File: src/rtl/ureg_bank.sv
// ureg_bank: W-bit universal register (load/shift/rotate/inc/dec) with registered carry and zero flags.
// Optional undo of the last modifying op when compiled with UREG_UNDO_EN.
module ureg_bank #(
  parameter int unsigned W = 8,
  parameter logic [W-1:0] RST_VAL = '0
) (
  input  logic         clk,
  input  logic         rst,
  input  logic         en,
  input  logic [2:0]   op,
  input  logic [W-1:0] sw,
  input  logic         sin,
`ifdef UREG_UNDO_EN
  input  logic         undo,
`endif
  output logic [W-1:0] qout,
  output logic         cout,
  output logic         zero
);
  logic [W-1:0] r_q;
  logic         r_c;
  logic         r_z;
  logic [W-1:0] w_nq;
  logic         w_nc;
  always_comb begin
    w_nq = r_q;
    w_nc = r_c;
    case (op)
      3'b001: begin w_nq = sw;                    w_nc = 1'b0;     end
      3'b010: begin w_nq = {r_q[W-2:0], sin};     w_nc = r_q[W-1]; end
      3'b011: begin w_nq = {sin, r_q[W-1:1]};     w_nc = r_q[0];   end
      3'b100: begin w_nq = {r_q[W-2:0], r_q[W-1]}; w_nc = r_q[W-1]; end
      3'b101: begin w_nq = {r_q[0], r_q[W-1:1]};  w_nc = r_q[0];   end
      3'b110: {w_nc, w_nq} = {1'b0, r_q} + {{W{1'b0}}, 1'b1};
      3'b111: {w_nc, w_nq} = {1'b0, r_q} - {{W{1'b0}}, 1'b1};
      default: ;
    endcase
  end
`ifdef UREG_UNDO_EN
  logic [W-1:0] r_prev;
  always_ff @(posedge clk) begin
    if (rst) begin
      r_q    <= RST_VAL;
      r_c    <= 1'b0;
      r_z    <= (RST_VAL == '0);
      r_prev <= RST_VAL;
    end else if (undo) begin
      r_q <= r_prev;
      r_c <= 1'b0;
      r_z <= (r_prev == '0);
    end else if (en) begin
      r_q <= w_nq;
      r_c <= w_nc;
      r_z <= (w_nq == '0);
      if (op != 3'b000) r_prev <= r_q;
    end
  end
`else
  always_ff @(posedge clk) begin
    if (rst) begin
      r_q <= RST_VAL;
      r_c <= 1'b0;
      r_z <= (RST_VAL == '0);
    end else if (en) begin
      r_q <= w_nq;
      r_c <= w_nc;
      r_z <= (w_nq == '0);
    end
  end
`endif
  assign qout = r_q;
  assign cout = r_c;
  assign zero = r_z;
endmodule

File: config.mk
export PLATFORM = sky130hd
export DESIGN_NAME = ureg_bank
export DESIGN_NICKNAME = d
export VERILOG_FILES = /design/src/rtl/ureg_bank.sv
export SDC_FILE = /design/constraint.sdc
export NUM_CORES = 1
export LEC_CHECK = 0
export BUFFER_PORTS_ARGS = -buffer_cell sky130_fd_sc_hd__buf_2
export CORE_ASPECT_RATIO = 0.7
export CORE_MARGIN = 10
export CORE_UTILIZATION = 35
export DETAILED_ROUTE_END_ITERATION = 8
export GPL_ROUTABILITY_DRIVEN = 0
export SYNTH_ARGS = -nofsm -noshare
export SYNTH_HDL_FRONTEND = slang
export SYNTH_SLANG_ARGS = --single-unit
File: constraint.sdc
create_clock -name clk -period 3.1 [get_ports clk]
set_clock_uncertainty 0.05 [all_clocks]
set_input_delay 0.465 -clock clk [delete_from_list [all_inputs] [get_ports clk]]
set_output_delay 0.465 -clock clk [all_outputs]
set_load 0.01 [all_outputs]
==> metrics.txt, run 1 <==
# TYPE chip_impl_metric gauge
chip_impl_metric{name="reg2reg_slack",unit="ns"} 0.53
chip_impl_metric{name="met3_demand_to_capacity_share_in_global_routing",unit="%"} 3.80
chip_impl_metric{name="synth.distinct_cells",unit=""} 60
chip_impl_metric{name="gr-usage-all-layers",unit="%"} 11.9
chip_impl_info{name="post_synth_main_area_contributors",value="dfxtp_1 (17%), mux2i_1 (6.9%), o21ai_0 (4.3%), a21oi_1 (3.5%), buf_6 (2.9%)"} 1
chip_impl_info{name="cp-end-kind",value="register"} 1
chip_impl_info{name="worstHoldEndpoint",value="cout$_SDFFE_PP0P_"} 1
chip_impl_metric{name="timing_hold_violations_final",unit=""} 0
chip_impl_metric{name="groute.layer.met1.usage",unit="%"} 16.2
chip_impl_metric{name="die_outline_area",unit="um2"} 6030
chip_impl_metric{name="initial_standard_cell_utilization_of_the_core",unit="%"} 36.7
chip_impl_metric{name="nNetsFinal",unit=""} 180
chip_impl_metric{name="fin_tns_setup",unit="ns"} 0
chip_impl_metric{name="worst_pin_slew",unit="ns"} 0.534
chip_impl_metric{name="rows",unit=""} 17
chip_impl_metric{name="synth_top_area_share",unit="%"} 17.3
chip_impl_info{name="holdCritStartpoint",value="cout$_SDFFE_PP0P_"} 1
chip_impl_metric{name="syn2layout_area_growth",unit="%"} 11.7
chip_impl_info{name="critical_path.cell_chain",value="inv_1 > ha_1 > and3b_2 > a21o_1 > a311o_1 > a2111oi_4 > nand4_1 > o311ai_1"} 1
chip_impl_metric{name="postSynthRegisterBits",unit=""} 10
chip_impl_metric{name="worst_hold_path.num_cells",unit=""} 2
chip_impl_metric{name="post_synth.cell_area_avg",unit="um2"} 7.91
chip_impl_metric{name="post-dp-hpwl",unit="mm"} 2.67
chip_impl_metric{name="layout.filler_cells",unit=""} 339
chip_impl_metric{name="drive_above_1_share",unit="%"} 24.8
chip_impl_metric{name="drt-pass1-iter-count",unit=""} 5
chip_impl_metric{name="grt_max_degree",unit=""} 30
chip_impl_metric{name="core_area",unit="um2"} 3150
chip_impl_metric{name="crit_required",unit="ns"} 3.19
chip_impl_metric{name="vias",unit=""} 1270
chip_impl_metric{name="synthArstFlopShare",unit="%"} 0
chip_impl_metric{name="critPathArrivalTime",unit="ns"} 2.66
chip_impl_metric{name="insertion_delay",unit="ns"} 0.23
chip_impl_metric{name="antenna_violating_nets_post_route",unit=""} 0
chip_impl_metric{name="grt_pass1_vias",unit=""} 1151
chip_impl_metric{name="final.period_utilization",unit="%"} 83.0
chip_impl_info{name="synth_top_area_cell",value="dfxtp_1"} 1
chip_impl_metric{name="post-layout-total-power",unit="mW"} 0.465
chip_impl_metric{name="io-pin-count",unit=""} 25
chip_impl_info{name="status",value="completed"} 1
chip_impl_metric{name="synth_seq_area_share",unit="%"} 17.3
chip_impl_metric{name="cts_setup_buffers",unit=""} 0
chip_impl_info{name="most-common-layout-cells",value="buf_2 (24), o21ai_0 (10), dfxtp_1 (10)"} 1
chip_impl_metric{name="detail_route.vias_per_cell",unit=""} 6.38
chip_impl_metric{name="cts-resized-gates",unit=""} 0
chip_impl_info{name="gr-max-usage-layer",value="met2"} 1
chip_impl_metric{name="drv.max_cap_violation_count",unit=""} 0
chip_impl_metric{name="antenna_cells_inserted",unit=""} 0
chip_impl_metric{name="post_synth_inst_count",unit=""} 146
chip_impl_metric{name="max-clock-path-buffers",unit=""} 2
chip_impl_metric{name="die_h",unit="um"} 68.1
chip_impl_metric{name="hold_buffers",unit=""} 0
chip_impl_info{name="synth_flop_cell",value="dfxtp_1"} 1
chip_impl_metric{name="r2r.worst_path.cells",unit=""} 8
chip_impl_metric{name="layout.cells.non_filler",unit=""} 199
chip_impl_info{name="worst_r2r_endpoint",value="zero$_SDFFE_PP1P_"} 1
chip_impl_info{name="r2r_start",value="qout[0]$_SDFFE_PP0P_"} 1
chip_impl_metric{name="grt_remaining_overflow",unit=""} 0
chip_impl_metric{name="route.detailed.wl_per_inst",unit="um"} 17.6
chip_impl_metric{name="power.static_leakage",unit="nW"} 0.549
chip_impl_metric{name="met2_usage",unit="%"} 18.6
chip_impl_metric{name="grt_first_pass_wirelength",unit="mm"} 5.71
chip_impl_info{name="grt_setup_unrepaired",value="false"} 1
chip_impl_metric{name="syn_nets",unit=""} 163
chip_impl_info{name="cts_root_buffer",value="clkbuf_8"} 1
chip_impl_metric{name="critical_path.max_fanout",unit=""} 14
chip_impl_metric{name="clock_sinks",unit=""} 10
chip_impl_metric{name="final_core_utilization",unit="%"} 41.0
chip_impl_info{name="critPathSlowestCell",value="dfxtp_1"} 1
chip_impl_metric{name="areal_power_density_over_the_cells",unit="nW/um2"} 361
chip_impl_info{name="final_common_cell",value="buf_2"} 1
chip_impl_metric{name="report.final.slew_viol_count",unit=""} 0
chip_impl_metric{name="route.final.wire_length",unit="mm"} 3.50
chip_impl_metric{name="io_buffer_count",unit=""} 24
chip_impl_metric{name="post-route-min-period",unit="ns"} 2.57
chip_impl_metric{name="achievable-frequency",unit="MHz"} 389
chip_impl_metric{name="reg_clk_slew_reported_paths",unit="ns"} 0.05
chip_impl_info{name="tritoncts",value="built"} 1
chip_impl_metric{name="synth_area",unit="um2"} 1150
chip_impl_metric{name="drtIter0Drc",unit=""} 129
chip_impl_metric{name="number_of_enable_type_register_cells_in_the_synthesized_netlist",unit=""} 0
chip_impl_metric{name="crit_path_max_incr_delay",unit="ns"} 0.58
chip_impl_metric{name="grt_antenna_before_repair",unit=""} 0
chip_impl_metric{name="drt_drc_violations_left",unit=""} 0
chip_impl_info{name="critPathKind",value="register to register"} 1
chip_impl_metric{name="cts_buffers",unit=""} 3
chip_impl_metric{name="power.ir.vdd_worst",unit="mV"} 0.169
chip_impl_metric{name="finalSetupViolations",unit=""} 0
chip_impl_info{name="critical_path.startpoint_type",value="register"} 1
chip_impl_metric{name="h-tree-depth",unit=""} 1
chip_impl_info{name="hp-class",value="register to register"} 1
chip_impl_metric{name="warnings_synthesis",unit=""} 0
chip_impl_metric{name="max_slew_headroom_at_the_worst_pin",unit="%"} 64.1
chip_impl_metric{name="placed_cell_count",unit=""} 196
chip_impl_metric{name="chipWidth",unit="um"} 88.7
[critical path: cells and delay by family (launching register included)]
| kind | cells | cell delay, ns |
|---|---|---|
| compound gates | 4 | 1.06 |
| fa+ha+maj | 1 | 0.30 |
| flops | 1 | 0.58 |
| buf+inv | 1 | 0.14 |
| simple gates | 2 | 0.34 |
[worst max-delay path by stage]
stage	startpoint	to	slack, ns	cells after the start
floorplan	qout[0]$_SDFFE_PP0P_	zero$_SDFFE_PP1P_	0.59	9
global route	qout[0]$_SDFFE_PP0P_	zero$_SDFFE_PP1P_	0.38	8
global placement	qout[0]$_SDFFE_PP0P_	zero$_SDFFE_PP1P_	0.65	8
detailed placement	qout[0]$_SDFFE_PP0P_	zero$_SDFFE_PP1P_	0.55	8
finish	qout[0]$_SDFFE_PP0P_	zero$_SDFFE_PP1P_	0.53	8
CTS	qout[0]$_SDFFE_PP0P_	zero$_SDFFE_PP1P_	0.54	8
[Yosys cell counts, types with 3 or more instances]
cell	instances
a211oi_1	4
buf_2	5
nand2_1	8
nor3_1	4
clkbuf_1	4
and2_1	3
dfxtp_1	10
nand4_1	3
buf_6	3
o21ai_0	10
and3_1	4
a21oi_1	8
inv_1	6
nor2_1	8
mux2i_1	8
[state kept, by name, indices dropped and copies added, names as in the netlist]
signal and count:
cout 1, qout 8, zero 1
[metal layers]
| metal | wire [um] | vias up | share of wire (%) |
|---|---|---|---|
| met4 | 32 | 0 | 0.91 |
| met3 | 307 | 4 | 8.8 |
| met2 | 1560 | 65 | 45 |
| li1 | - | 590 | - |
| met5 | 0 | - | 0 |
| met1 | 1600 | 611 | 46 |
[area by class of cell]
class	instances	area [um2]	share of cell area, %
multi-input combinational	116	843	65.4
sequential	10	200	15.5
timing repair buffer	26	135	10.5
tap	38	47.5	3.69
clock buffer	3	41.3	3.20
inverter	6	22.5	1.75
[cells by family (layout without fill, tap and decap cells)]
family / after synthesis / count (layout) / synth area share (%)
xor gates and xnor gates: 4 / 4 / 3.68
DFF: 10 / 10 / 17.3
adders and majority gates: 2 / 2 / 2.17
buffers and inverters: 20 / 35 / 9.64
AOI/OAI and AO/OA: 50 / 50 / 32.9
and+or+nand+nor: 51 / 51 / 26.3
muxes: 9 / 9 / 7.91
[power by group]
part	internal, mW	switching (mW)	total (mW)
registers	0.139	0.0211	0.160
logic	0.0730	0.101	0.174
clock network	0.0847	0.0467	0.131
total	0.297	0.169	0.465
[through the flow]
step | area, um2 | hold WS (ns) | worst slack, ns
floorplan | 1150 | 0.469 | 0.588
global placement | 1250 | 0.426 | 0.649
detailed placement | 1250 | 0.433 | 0.554
CTS | 1290 | 0.435 | 0.542
global route | 1290 | 0.438 | 0.383
finish | 1290 | 0.437 | 0.527
(Power assumes the default switching activity.)
==> run 2, diff against run 1 <==
==> constraint.sdc (replaced) <==
create_clock -name clk -period 2.7 [get_ports clk]
set_clock_uncertainty 0.05 [all_clocks]
set_input_delay 0.405 -clock clk [delete_from_list [all_inputs] [get_ports clk]]
set_output_delay 0.405 -clock clk [all_outputs]
set_load 0.01 [all_outputs]
==> run 2 against run 1 <==
Compared with the run above: sequential share of layout area down 0.27 points; register-to-register slack worse by 0.11 ns; critical path depth down 3; first-iteration DRC count down 10%; maximum frequency up 13%; cell count up 1.5%; flip-flop and latch count unchanged; die area unchanged; worst hold slack worse by 0.054 ns; non-clock buffer count up 3; cell area up 1.7%; largest cell class unchanged.
==> metrics.txt, run 2 (synthesis gave the netlist of run 1 again) <==
# TYPE chip_impl_metric gauge
chip_impl_metric{name="post-route-min-period",unit="ns"} 2.28
chip_impl_metric{name="final_core_utilization",unit="%"} 41.7
chip_impl_metric{name="finish.instance_area",unit="um2"} 1310
chip_impl_metric{name="cts-resized-gates",unit=""} 0
chip_impl_metric{name="detail_route.wirelength.met1",unit="mm"} 1.71
chip_impl_metric{name="critPathArrivalTime",unit="ns"} 2.36
chip_impl_metric{name="detail_route.vias_per_cell",unit=""} 6.03
chip_impl_metric{name="drt-pass1-iter-count",unit=""} 4
chip_impl_metric{name="route.final.wire_length",unit="mm"} 3.57
chip_impl_metric{name="io-pin-count",unit=""} 25
chip_impl_metric{name="nNetsFinal",unit=""} 183
chip_impl_metric{name="route.detailed.wl_per_inst",unit="um"} 17.7
chip_impl_info{name="critical_path.cell_chain",value="or4_1 > o41ai_1 > nand3_1 > and3_1 > a2111oi_2"} 1
chip_impl_metric{name="power.static_leakage",unit="nW"} 0.565
chip_impl_metric{name="h-tree-depth",unit=""} 1
chip_impl_info{name="critical_path.startpoint_type",value="register"} 1
chip_impl_metric{name="chipWidth",unit="um"} 88.7
chip_impl_metric{name="detailroute.wirelength.met2",unit="mm"} 1.50
chip_impl_metric{name="seq_power_share",unit="%"} 33.0
chip_impl_metric{name="switching_power_of_the_nets",unit="mW"} 0.193
chip_impl_metric{name="post-dp-hpwl",unit="mm"} 2.69
chip_impl_metric{name="report.final.slew_viol_count",unit=""} 0
chip_impl_metric{name="grt_pass1_vias",unit=""} 1189
chip_impl_metric{name="worst_pin_slew",unit="ns"} 0.430
chip_impl_info{name="r2r_start",value="qout[3]$_SDFFE_PP0P_"} 1
chip_impl_metric{name="antenna_cells_inserted",unit=""} 0
chip_impl_metric{name="finalSetupViolations",unit=""} 0
chip_impl_metric{name="hold_buffers",unit=""} 0
chip_impl_metric{name="cts_setup_buffers",unit=""} 0
chip_impl_info{name="cts_root_buffer",value="clkbuf_8"} 1
chip_impl_metric{name="syn2layout_area_growth",unit="%"} 13.7
chip_impl_info{name="top_layer_used",value="met3"} 1
chip_impl_metric{name="p_int",unit="mW"} 0.345
chip_impl_metric{name="power.ir.vdd_worst",unit="mV"} 0.158
chip_impl_metric{name="routed-wl-met3",unit="um"} 356
chip_impl_info{name="status",value="completed"} 1
chip_impl_metric{name="crit_required",unit="ns"} 2.77
chip_impl_info{name="hp-class",value="input port to register"} 1
chip_impl_metric{name="clock_power_share",unit="%"} 27.6
chip_impl_metric{name="drt_drc_violations_left",unit=""} 0
chip_impl_metric{name="io_buffer_count",unit=""} 24
chip_impl_metric{name="drive_above_1_share",unit="%"} 26.2
chip_impl_info{name="critPathSlowestCell",value="or4_1"} 1
chip_impl_metric{name="grt_max_degree",unit=""} 19
chip_impl_metric{name="core_area",unit="um2"} 3150
chip_impl_metric{name="insertion_delay",unit="ns"} 0.23
chip_impl_metric{name="achievable-frequency",unit="MHz"} 438
chip_impl_metric{name="final.period_utilization",unit="%"} 84.5
chip_impl_metric{name="crit_path_max_incr_delay",unit="ns"} 0.60
chip_impl_metric{name="die_h",unit="um"} 68.1
chip_impl_metric{name="pwr-share-comb",unit="%"} 39.4
chip_impl_metric{name="fin_tns_setup",unit="ns"} 0
chip_impl_metric{name="antenna_violating_nets_post_route",unit=""} 0
chip_impl_metric{name="clock_sinks",unit=""} 10
chip_impl_metric{name="gr-usage-all-layers",unit="%"} 11.9
chip_impl_metric{name="drv.max_cap_violation_count",unit=""} 0
chip_impl_metric{name="max-clock-path-buffers",unit=""} 2
chip_impl_metric{name="die_outline_area",unit="um2"} 6030
chip_impl_metric{name="critical_path.max_fanout",unit=""} 13
chip_impl_info{name="holdCritStartpoint",value="rst"} 1
chip_impl_info{name="final_common_cell",value="buf_2"} 1
chip_impl_metric{name="areal_power_density_over_the_cells",unit="nW/um2"} 410
chip_impl_metric{name="vias",unit=""} 1219
chip_impl_metric{name="grt_antenna_before_repair",unit=""} 0
chip_impl_info{name="cp-end-kind",value="register"} 1
chip_impl_info{name="tritoncts",value="built"} 1
chip_impl_metric{name="drtIter0Drc",unit=""} 116
chip_impl_metric{name="layout.filler_cells",unit=""} 332
chip_impl_metric{name="netSwitchingFraction",unit="%"} 35.9
chip_impl_metric{name="grt_first_pass_wirelength",unit="mm"} 5.74
chip_impl_metric{name="max_slew_headroom_at_the_worst_pin",unit="%"} 71.0
chip_impl_metric{name="reg_clk_slew_reported_paths",unit="ns"} 0.04
chip_impl_metric{name="largest_reg_flops",unit=""} 8
chip_impl_info{name="critical_path.startpoint",value="qout[3]$_SDFFE_PP0P_"} 1
chip_impl_metric{name="grt_remaining_overflow",unit=""} 0
chip_impl_info{name="critPathKind",value="register to register"} 1
chip_impl_metric{name="rows",unit=""} 17
chip_impl_info{name="most-common-layout-cells",value="buf_2 (24), o21ai_0 (10), dfxtp_1 (10)"} 1
chip_impl_metric{name="initial_standard_cell_utilization_of_the_core",unit="%"} 36.7
chip_impl_metric{name="timing_hold_violations_final",unit=""} 0
chip_impl_metric{name="post-layout-total-power",unit="mW"} 0.538
chip_impl_metric{name="worst_hold_slack",unit="ns"} 0.384
chip_impl_metric{name="instance_area_at_placement",unit="um2"} 1270
chip_impl_info{name="grt_setup_unrepaired",value="false"} 1
chip_impl_metric{name="cts_buffers",unit=""} 3
-- run 2: changes by cell type in the layout (fill, tap and decap cells not counted) --
cell	previous run	this run
buf_4	2	5
-- run 2: worst max-delay path: cells and delay by family, from the launching register on --
family	cells	cell delay [ns]
and+or+nand+nor	3	0.95
DFF	1	0.43
AOI/OAI and AO/OA	2	0.74
-- run 2: per-layer routing --
| layer | vias to the layer above | global-route usage [%] |
|---|---|---|
| li1 | 598 | - |
| met1 | 553 | 16.4 |
| met2 | 68 | 17.9 |
| met3 | 0 | 3.80 |
| met4 | 0 | 1.81 |
| met5 | - | 0 |
-- run 2: final timing paths --
check	slack, ns	depth (start not counted)	endpoint
setup / recovery	0.42	5	qout[7]$_SDFFE_PP0P_
hold / removal	0.38	2	qout[7]$_SDFFE_PP0P_
setup reg to reg	0.42	5	qout[7]$_SDFFE_PP0P_
hold reg to reg	0.44	2	cout$_SDFFE_PP0P_
-- run 2: area by class of cell --
class	instances	area, um2	area share, %
inverters	6	22.5	1.72
clock buffers	3	41.3	3.15
flip-flops and latches	10	200	15.3
repair buffers	29	158	12.0
well taps	38	47.5	3.62
multi-input cells	116	843	64.3
-- run 2: per-stage QoR --
| stage | setup WS (ns) | cells |
|---|---|---|
| detailed placement | 0.481 | 199 |
| global route | 0.332 | 202 |
| CTS | 0.465 | 202 |
| global placement | 0.428 | 199 |
| finish | 0.419 | 202 |
| floorplan | 0.188 | 146 |
-- run 2: power by group through the flow --
stage | logic (mW) | clock network, mW | registers, mW
final | 0.212 | 0.149 | 0.177
after global routing | 0.234 | 0.161 | 0.180
after CTS | 0.209 | 0.153 | 0.177
after detailed placement | 0.209 | 0 | 0.180
after global placement | 0.208 | 0 | 0.180
after floorplan | 0.152 | 0 | 0.177
==> run 3, diff against run 2 <==
==> constraint.sdc (replaced) <==
create_clock -name clk -period 1.95 [get_ports clk]
set_clock_uncertainty 0.05 [all_clocks]
set_input_delay 0.2925 -clock clk [delete_from_list [all_inputs] [get_ports clk]]
set_output_delay 0.2925 -clock clk [all_outputs]
set_load 0.01 [all_outputs]
==> run 3 against run 2 <==
Compared with the run above: the flow now finishes with violations (negative setup slack); die area unchanged; flip-flop and latch count unchanged; non-clock buffer count up 24; count of clock-buffer cells in the layout unchanged; sequential power up 33%; cell count up 12%; first-iteration DRC count up 66%; maximum frequency up 7.9%; cell area up 18%; critical path depth up 3; worst setup slack worse by 0.58 ns; core utilization up 7.7 points; highest routed layer is now met4.
==> metrics.txt, run 3 (synthesis gave the netlist of run 1 again) <==
# TYPE chip_impl_metric gauge
chip_impl_info{name="status",value="complete, but fails checks"} 1
chip_impl_info{name="failed_checks",value="negative setup slack"} 1
chip_impl_metric{name="critical_path.max_fanout",unit=""} 3
chip_impl_metric{name="worst_pin_slew",unit="ns"} 0.529
chip_impl_metric{name="placed_cell_count",unit=""} 223
chip_impl_info{name="gr-max-usage-layer",value="met2"} 1
chip_impl_metric{name="core_area",unit="um2"} 3150
chip_impl_metric{name="finalSetupViolations",unit=""} 1
chip_impl_metric{name="grt_first_pass_wirelength",unit="mm"} 6.57
chip_impl_metric{name="postLayoutSetupSlackWorst",unit="ns"} -0.164
chip_impl_info{name="tritoncts",value="built"} 1
chip_impl_metric{name="hold_buffers",unit=""} 0
chip_impl_metric{name="grt_pass1_vias",unit=""} 1310
chip_impl_metric{name="drt-pass1-iter-count",unit=""} 5
chip_impl_metric{name="drt_drc_violations_left",unit=""} 0
chip_impl_info{name="grt_setup_unrepaired",value="true"} 1
chip_impl_metric{name="route.final.wire_length",unit="mm"} 4.01
chip_impl_metric{name="instance_area_at_placement",unit="um2"} 1470
chip_impl_metric{name="grt_remaining_overflow",unit=""} 0
chip_impl_metric{name="power.static_leakage",unit="nW"} 0.688
chip_impl_metric{name="antenna_violating_nets_post_route",unit=""} 0
chip_impl_metric{name="critPathArrivalTime",unit="ns"} 2.21
chip_impl_info{name="holdCritStartpoint",value="rst"} 1
chip_impl_metric{name="areal_power_density_over_the_cells",unit="nW/um2"} 543
chip_impl_metric{name="gr-usage-all-layers",unit="%"} 13.6
chip_impl_metric{name="drive_above_1_share",unit="%"} 40.7
chip_impl_metric{name="pre_cts_ws",unit="ns"} -0.186
chip_impl_metric{name="reg_clk_slew_reported_paths",unit="ns"} 0.05
chip_impl_metric{name="crit_path_max_incr_delay",unit="ns"} 0.35
chip_impl_info{name="r2r_start",value="qout[0]$_SDFFE_PP0P_"} 1
chip_impl_metric{name="worst_hold_path.num_cells",unit=""} 2
chip_impl_metric{name="layout.cells.non_filler",unit=""} 227
chip_impl_info{name="crit_family",value="compound AO/OA/AOI/OAI gates"} 1
chip_impl_info{name="hp-class",value="input port to register"} 1
chip_impl_metric{name="crit_required",unit="ns"} 2.04
chip_impl_metric{name="io-pin-count",unit=""} 25
chip_impl_metric{name="detail_route.vias_per_cell",unit=""} 5.98
chip_impl_metric{name="timing_hold_violations_final",unit=""} 0
chip_impl_metric{name="met3_demand_to_capacity_share_in_global_routing",unit="%"} 3.91
chip_impl_metric{name="r2r.worst_path.cells",unit=""} 8
chip_impl_metric{name="worstPathBufferInverterCount",unit=""} 1
chip_impl_info{name="cts_root_buffer",value="clkbuf_8"} 1
chip_impl_info{name="worstHoldEndpoint",value="qout[7]$_SDFFE_PP0P_"} 1
chip_impl_metric{name="power.ir.vdd_worst",unit="mV"} 0.318
chip_impl_metric{name="grt_antenna_before_repair",unit=""} 0
chip_impl_metric{name="io_buffer_count",unit=""} 24
chip_impl_info{name="critical_path.cell_chain",value="inv_4 > ha_4 > and3b_2 > a21o_1 > a311o_1 > a2111oi_4 > nand4_1 > o311ai_1"} 1
chip_impl_metric{name="nNetsFinal",unit=""} 207
chip_impl_metric{name="route.detailed.wl_per_inst",unit="um"} 17.7
chip_impl_metric{name="groute.layer.met1.usage",unit="%"} 18.7
chip_impl_metric{name="max_slew_headroom_at_the_worst_pin",unit="%"} 64.3
chip_impl_info{name="critPathSlowestCell",value="dfxtp_4"} 1
chip_impl_info{name="final_common_cell",value="buf_4"} 1
chip_impl_metric{name="post-layout-total-power",unit="mW"} 0.845
chip_impl_info{name="most-common-layout-cells",value="buf_4 (29), buf_2 (24), o21ai_0 (9)"} 1
chip_impl_metric{name="cts_setup_buffers",unit=""} 0
chip_impl_metric{name="cp_depth",unit=""} 8
chip_impl_metric{name="reg2reg_slack",unit="ns"} -0.16
chip_impl_metric{name="worst_hold_slack",unit="ns"} 0.266
chip_impl_metric{name="largest_reg_flops",unit=""} 8
chip_impl_info{name="worst_r2r_endpoint",value="zero$_SDFFE_PP1P_"} 1
chip_impl_metric{name="post-dp-hpwl",unit="mm"} 3.16
chip_impl_metric{name="rows",unit=""} 17
chip_impl_metric{name="cts_buffers",unit=""} 3
chip_impl_metric{name="syn2layout_area_growth",unit="%"} 34.7
chip_impl_metric{name="die_outline_area",unit="um2"} 6030
chip_impl_metric{name="insertion_delay",unit="ns"} 0.24
chip_impl_metric{name="drv.max_cap_violation_count",unit=""} 0
chip_impl_metric{name="initial_standard_cell_utilization_of_the_core",unit="%"} 36.7
chip_impl_metric{name="drtIter0Drc",unit=""} 192
chip_impl_metric{name="h-tree-depth",unit=""} 1
chip_impl_metric{name="antenna_cells_inserted",unit=""} 0
chip_impl_info{name="critPathKind",value="register to register"} 1
chip_impl_metric{name="vias",unit=""} 1357
chip_impl_metric{name="met2_usage",unit="%"} 20.2
chip_impl_metric{name="final.period_utilization",unit="%"} 108
chip_impl_metric{name="layout.filler_cells",unit=""} 303
chip_impl_info{name="critical_path.startpoint_type",value="register"} 1
chip_impl_metric{name="die_h",unit="um"} 68.1
chip_impl_metric{name="grt_max_degree",unit=""} 16
chip_impl_info{name="cp-end-kind",value="register"} 1
chip_impl_metric{name="finish.instance_area",unit="um2"} 1560
chip_impl_metric{name="fin_tns_setup",unit="ns"} -0.164
chip_impl_metric{name="achievable-frequency",unit="MHz"} 473
chip_impl_metric{name="clock_sinks",unit=""} 10
chip_impl_metric{name="post-route-min-period",unit="ns"} 2.11
chip_impl_metric{name="report.final.slew_viol_count",unit=""} 0
chip_impl_metric{name="max-clock-path-buffers",unit=""} 2
chip_impl_metric{name="final_core_utilization",unit="%"} 49.4
chip_impl_metric{name="chipWidth",unit="um"} 88.7
run 3: changes by cell type in the layout (fill, tap and decap cells not counted), sizes merged:
cell and delta:
buf +24, clkinv +1
run 3: layout make-up:
cell class | count | area [um2] | area share, %
repair buffers | 53 | 338 | 21.7
clock inverters | 1 | 3.75 | 0.241
flip-flops and latches | 10 | 208 | 13.4
clock buffers | 3 | 41.3 | 2.65
multi-input cells | 116 | 892 | 57.4
inverters | 6 | 25.0 | 1.61
well taps | 38 | 47.5 | 3.06
run 3: worst max-delay path by stage:
stage | start | end | slack, ns
finish | qout[0]$_SDFFE_PP0P_ | zero$_SDFFE_PP1P_ | -0.16
global route | qout[1]$_SDFFE_PP0P_ | zero$_SDFFE_PP1P_ | -0.22
CTS | qout[1]$_SDFFE_PP0P_ | zero$_SDFFE_PP1P_ | -0.13
detailed placement | qout[1]$_SDFFE_PP0P_ | zero$_SDFFE_PP1P_ | -0.19
global placement | qout[0]$_SDFFE_PP0P_ | zero$_SDFFE_PP1P_ | -0.06
floorplan | qout[0]$_SDFFE_PP0P_ | zero$_SDFFE_PP1P_ | -0.15
run 3: per-layer routing:
metal,part of all wire (%),wire [um]
met2,42,1680
met5,0,0
met3,8.7,350
met1,48,1920
met4,1.4,56
run 3: power by group:
part	internal [mW]	total (mW)	switching [mW]
logic	0.178	0.384	0.206
clock network	0.139	0.226	0.0875
registers	0.220	0.235	0.0148
total	0.537	0.845	0.308
run 3: what timing repair did:
item,in CTS,in global routing
endpoints found under the setup margin,2,3
gates resized for setup,2,6
pin swaps,2,2
